==> src/rtl/run_ctrl_if.sv <==
// Bus between the run controller and the test harness / fetch unit.
// Master drives the request side; slave (run_ctrl) drives status.
interface run_ctrl_if #(
    parameter int CW = 16
);
    logic          Req;
    logic          Halt_instr;
    logic [CW-1:0] PC;
    logic [CW-1:0] Max_cycles;
    logic          Init;
    logic          Halt;
    logic          Ack;
    logic          Timeout;
    logic [CW-1:0] Cycle_count;
    logic [CW-1:0] Last_pc;

    modport master (
        output Req, Halt_instr, PC, Max_cycles,
        input  Init, Halt, Ack, Timeout, Cycle_count, Last_pc
    );

    modport slave (
        input  Req, Halt_instr, PC, Max_cycles,
        output Init, Halt, Ack, Timeout, Cycle_count, Last_pc
    );
endinterface

==> src/rtl/run_ctrl.sv <==
// Run sequencer: pulses Init, releases Halt for one bounded run,
// then holds Ack until the requester drops Req.
module run_ctrl #(
    parameter int INIT_CYCLES = 2,
    parameter int CW          = 16
) (
    input logic        CLK,
    input logic        Reset,
    run_ctrl_if.slave  bus
);
    localparam int ICW = (INIT_CYCLES > 1) ? $clog2(INIT_CYCLES) : 1;
    localparam logic [ICW-1:0] INIT_LAST = ICW'(INIT_CYCLES - 1);

    typedef enum logic [1:0] {IDLE, INIT, RUN, DONE} state_e;

    state_e         state_q, state_d;
    logic [ICW-1:0] init_cnt_q, init_cnt_d;
    logic [CW-1:0]  cycle_count_q, cycle_count_d;
    logic [CW-1:0]  last_pc_q, last_pc_d;
    logic           timeout_q, timeout_d;
    logic [CW:0]    count_next;
    logic           limit_hit;
    logic           run_end;

    // One extra bit so a saturated counter never aliases a limit match.
    assign count_next = {1'b0, cycle_count_q} + (CW+1)'(1);
    assign limit_hit  = (bus.Max_cycles != '0)
                      && (count_next == {1'b0, bus.Max_cycles});
    assign run_end    = bus.Halt_instr || limit_hit;

    always_ff @(posedge CLK) begin
        if (Reset) begin
            state_q       <= IDLE;
            init_cnt_q    <= '0;
            cycle_count_q <= '0;
            last_pc_q     <= '0;
            timeout_q     <= 1'b0;
        end else begin
            state_q       <= state_d;
            init_cnt_q    <= init_cnt_d;
            cycle_count_q <= cycle_count_d;
            last_pc_q     <= last_pc_d;
            timeout_q     <= timeout_d;
        end
    end

    always_comb begin
        state_d = state_q;
        unique case (state_q)
            IDLE:    if (bus.Req) state_d = INIT;
            INIT:    if (init_cnt_q == INIT_LAST) state_d = RUN;
            RUN:     if (run_end) state_d = DONE;
            DONE:    if (!bus.Req) state_d = IDLE;
            default: state_d = IDLE;
        endcase
    end

    always_comb begin
        init_cnt_d    = '0;
        cycle_count_d = cycle_count_q;
        last_pc_d     = last_pc_q;
        timeout_d     = timeout_q;
        unique case (state_q)
            IDLE: begin
                if (bus.Req) begin
                    cycle_count_d = '0;
                    last_pc_d     = '0;
                    timeout_d     = 1'b0;
                end
            end
            INIT: begin
                if (init_cnt_q != INIT_LAST)
                    init_cnt_d = init_cnt_q + ICW'(1);
            end
            RUN: begin
                if (!count_next[CW])
                    cycle_count_d = count_next[CW-1:0];
                if (run_end) begin
                    last_pc_d = bus.PC;
                    timeout_d = !bus.Halt_instr;
                end
            end
            default: ;
        endcase
    end

    always_comb begin
        bus.Init = (state_q == INIT);
        bus.Halt = (state_q != RUN);
        bus.Ack  = (state_q == DONE);
    end

    assign bus.Timeout     = timeout_q;
    assign bus.Cycle_count = cycle_count_q;
    assign bus.Last_pc     = last_pc_q;
endmodule

==> src/flat_wrapper.sv <==
// flat-port wrapper written by rule: the top's interface ports become plain ports
module run_ctrl_flat 
#(
    parameter int INIT_CYCLES = 2,
    parameter int CW          = 16
)
  (CLK, Reset, bus_Req, bus_Halt_instr, bus_PC, bus_Max_cycles, bus_Init, bus_Halt, bus_Ack, bus_Timeout, bus_Cycle_count, bus_Last_pc);
  run_ctrl_if #(.CW(CW)) bus_i ();
  input logic CLK;
  input logic Reset;
  input wire logic [$bits(bus_i.Req)-1:0] bus_Req;
  input wire logic [$bits(bus_i.Halt_instr)-1:0] bus_Halt_instr;
  input wire logic [$bits(bus_i.PC)-1:0] bus_PC;
  input wire logic [$bits(bus_i.Max_cycles)-1:0] bus_Max_cycles;
  output wire logic [$bits(bus_i.Init)-1:0] bus_Init;
  output wire logic [$bits(bus_i.Halt)-1:0] bus_Halt;
  output wire logic [$bits(bus_i.Ack)-1:0] bus_Ack;
  output wire logic [$bits(bus_i.Timeout)-1:0] bus_Timeout;
  output wire logic [$bits(bus_i.Cycle_count)-1:0] bus_Cycle_count;
  output wire logic [$bits(bus_i.Last_pc)-1:0] bus_Last_pc;
  assign bus_i.Req = bus_Req;
  assign bus_i.Halt_instr = bus_Halt_instr;
  assign bus_i.PC = bus_PC;
  assign bus_i.Max_cycles = bus_Max_cycles;
  assign bus_Init = bus_i.Init;
  assign bus_Halt = bus_i.Halt;
  assign bus_Ack = bus_i.Ack;
  assign bus_Timeout = bus_i.Timeout;
  assign bus_Cycle_count = bus_i.Cycle_count;
  assign bus_Last_pc = bus_i.Last_pc;
  run_ctrl #(.INIT_CYCLES(INIT_CYCLES), .CW(CW)) u_core (.CLK(CLK), .Reset(Reset), .bus(bus_i));
endmodule
==> config.mk <==
export PLATFORM = sky130hd
export DESIGN_NAME = run_ctrl_flat
export DESIGN_NICKNAME = d
export VERILOG_FILES = /design/src/rtl/run_ctrl_if.sv /design/src/rtl/run_ctrl.sv /design/src/flat_wrapper.sv
export SDC_FILE = /design/constraint.sdc
export NUM_CORES = 1
export LEC_CHECK = 0
export BUFFER_PORTS_ARGS = -buffer_cell sky130_fd_sc_hd__buf_2
export CORE_MARGIN = 4
export CORE_UTILIZATION = 50
export DETAILED_ROUTE_END_ITERATION = 6
export HOLD_SLACK_MARGIN = 0.06
export PLACE_DENSITY = 0.8
export SLEW_MARGIN = 20
export SYNTH_ARGS = -nofsm -noshare
export SYNTH_HDL_FRONTEND = slang
export SYNTH_SLANG_ARGS = --single-unit
export TNS_END_PERCENT = 50
==> constraint.sdc <==
create_clock -name CLK -period 3.8 [get_ports CLK]
set_input_delay 0.38 -clock CLK [delete_from_list [all_inputs] [get_ports CLK]]
set_output_delay 0.38 -clock CLK [all_outputs]
set_load 0.05 [all_outputs]
==> results by group <==
Status
  – Status: complete, no violations

GRT
  – Largest net degree at the start of global routing: 22
  – Initial antenna violation count: 0
  – Gr usage total: 0.211
  – First-pass GRT wire length: just under 9 mm
  – Vias in the first global route: 1,910
  – Grt total ovfl: 0

Cells and area
  – Fillcell total: 381
  – Post-Layout Inst Area: 2520 um^2
  – Layout cell share with drive strength beyond 1: 0.295
  – Antenna diodes: 0
  – Final Core Density: 0.630
  – P&R area growth vs syn: 22.3%
  – NumNets Final: 355
  – Final cell count without fillers: 365

Yosys
  – Cells after Synth: 247
  – Yosys warns: 0
  – Top FF cell, synth: dfxtp_1
  – Share of async-settable or async-resettable flops after synthesis: 0
  – Yosys cell types: 44
  – Synth top area cells: dfxtp_1 (35%), xnor2_1 (7.6%), a22o_1 (6.8%), a21oi_1 (5.3%), nand2_1 (4.7%)
  – Sequential area share after synthesis: 0.350
  – Syn nets: 288
  – Post-synth top area share: 0.350
  – Synthesized cell area: 2060 um^2
  – Synth cell count leaders: dfxtp_1 (36), nand2_1 (26), nor2_1 (25), a21oi_1 (22), xnor2_1 (18)
  – Most common cell in the netlist: dfxtp_1
  – Number of synthesized register bits: 36
  – Number of synthesized flops with an enable pin: 0
  – Mean Syn Cell Area: 8.35 um^2
  – Synth area leader: dfxtp_1

STA
  – Worst Max-Slew Pin Slew: 0.708 ns
  – Final Max Tran Viols: 0
  – Final worst slack: between 0.7 and 0.8 ns
  – Clk_skew: roughly 0.0097 ns
  – Final Cycle Share: 0.810
  – Final setup vio count: 0
  – WHS: roughly 0.3 ns
  – Final Hold Vio Count: 0
  – Final min period: between 3 and 4 ns
  – Unrepaired setup endpoints after global routing: false
  – FMAX: around 0.32 GHz
  – Setup TNS: 0 ns
  – Rel. slew slack: 0.528

Setup path
  – Crit Path Class: reg -> reg
  – CP most frequent cell: mux2i_1
  – Crit path largest cell delay: 0.64 ns
  – RR Endpoint: u_core.bus.Last_pc[14]
  – Reg2Reg Depth: 9
  – Reg2Reg Launch Point: u_core.bus.Cycle_count[0]
  – Critical Path AT: ~3.3 ns
  – Crit path max-delay family: compound AO/OA/AOI/OAI gates
  – Crit end category: register
  – Crit start category: register
  – Critical path data required time: 4.03 ns
  – CP max FO: 16
  – Slowest-stage cell, CP: or4_1
  – Worst Path Buf+Inv: 0
  – CP Cell Sequence: ha_1, nand3_2, or4_1, mux2i_1, mux2i_1, a22oi_2, o31ai_4, a21oi_2, a22o_1
  – Flop2flop setup slack: 0.72 ns

Placed design
  – Placed instance area: 2430 um^2
  – Place WS: 0.746 ns
  – # port buffers: 71
  – Hpwl dp: 4.03 mm
  – Final GP Congestion: around 0.89
  – Cells after DPL: 357

Min path
  – Hold WC Path Type: in -> reg
  – Worst hold stages: 2
  – Hold Path End: u_core.bus.Last_pc[11]
  – Hold path startpoint: bus_PC[11]

Clock tree
  – Root buffer cell: clkbuf_8
  – CTS tree: built
  – PostCTS Resize Cnt: 0
  – Setup bufs post-CTS: 0
  – Hold_buf cts: 0
  – Clock latency on the worst-skew pair: 0.29 ns
  – Clk sinks: 36
  – Maximum root-to-sink buffer count: 2
  – Clock slew at reported path FFs: 0.08 ns
  – H-Tree Depth: 2
  – CTS buffer count: 5

Floorplanning
  – Initial core utilization: 0.515
  – IO Count: 72
  – Core ar.: roughly 4000 um^2
  – Die area: 5220 um^2
  – Cell Rows: 23
  – Die width: 72.2 um
  – Die H: 72.2 um

Detailed routing
  – Final ANT Viol Nets: 0
  – Pre-antenna DRT Iters: 5
  – Vias/cell: 5.67
  – DR DRC count: 0
  – Avg WL per Cell: 14.7 um
  – Via count: 2,071
  – Final wirelength: 5.36 mm
  – First DRT Iteration DRCs: 162

Power and ir drop
  – Leakage power: 1.10 nW
  – Max VDD drop: ~0.19 mV
  – Overall power: roughly 1.2 mW
  – PwrDens: around 470 nW/um^2

Job
  – Maximum capacitance violations: 0
[final cells by class]
type                            count  area (um^2)  area share
Sequential cell                    36          721       0.286
Clock inverter                      1         7.51     0.00298
Tap cell                           50         62.6      0.0248
Inverter                            9         33.8      0.0134
Multi-Input combinational cell    188         1230       0.489
Clock buffer                        7         86.3      0.0342
Timing Repair Buffer               74          378       0.150
[kinds of logic (layout without fill, tap and decap cells)]
| logic type | count (synthesis) | count (layout) | synth area share |
|---|---|---|---|
| adders and majority gates | 5 | 5 | 0.0303 |
| xor gates and xnor gates | 24 | 24 | 0.102 |
| muxes | 2 | 2 | 0.00971 |
| AOI/OAI and AO/OA | 59 | 59 | 0.204 |
| DFF | 36 | 36 | 0.350 |
| and+or+nand+nor | 98 | 98 | 0.252 |
| buffers and inverters | 23 | 91 | 0.0528 |
[worst max-delay path by stage]
stage | start | to | slack [ns] | cells after the start
after floorplan | u_core.bus.Cycle_count[0] | u_core.bus.Last_pc[10] | 0.71 | 11
after global placement | u_core.bus.Cycle_count[0] | u_core.bus.Last_pc[12] | 0.86 | 9
after detailed placement | u_core.bus.Cycle_count[0] | u_core.bus.Last_pc[3] | 0.75 | 9
after CTS | u_core.bus.Cycle_count[0] | u_core.bus.Last_pc[14] | 0.74 | 9
after global routing | u_core.bus.Cycle_count[0] | u_core.bus.Last_pc[3] | 0.50 | 9
final | u_core.bus.Cycle_count[0] | u_core.bus.Last_pc[14] | 0.72 | 9
[worst register-to-register path, cell delays in order, from the launching register on]
cell	delay [ns]
dfxtp_1	0.46
ha_1	0.27
nand3_2	0.20
or4_1	0.64
mux2i_1	0.20
mux2i_1	0.10
a22oi_2	0.20
o31ai_4	0.12
a21oi_2	0.57
a22o_1	0.25
[placed cells by master (no fill, tap or decap), types with 9 or more instances in the layout]
cell     count
buf_2       71
dfxtp_1     36
nand2_1     26
nor2_1      25
a21oi_1     22
xnor2_1     18
a22o_1      16
nor3_1      15
inv_1        9
[layer usage]
layer / vias up / track usage / part of all wire
met3: 5 / 0.0416 / 0.078
met5: - / 0 / 0
li1: 1015 / - / -
met2: 87 / 0.344 / 0.48
met4: 0 / 0.0668 / 0.011
met1: 964 / 0.282 / 0.43
[state kept, by name, indices dropped and copies added, names as in the netlist]
register,flops
u_core.bus.Cycle_count,16
u_core.bus.Last_pc,16
u_core.bus.Timeout,1
u_core.init_cnt_q,1
u_core.state_q,2
[where the power goes]
| group | switching [mW] | leakage (nW) | internal (mW) |
|---|---|---|---|
| combinational | 0.336 | 0.764 | 0.140 |
| sequential | 0.0186 | 0.291 | 0.402 |
| clock | 0.138 | 0.0445 | 0.147 |
No activity file was read; power rests on OpenSTA's default activity.
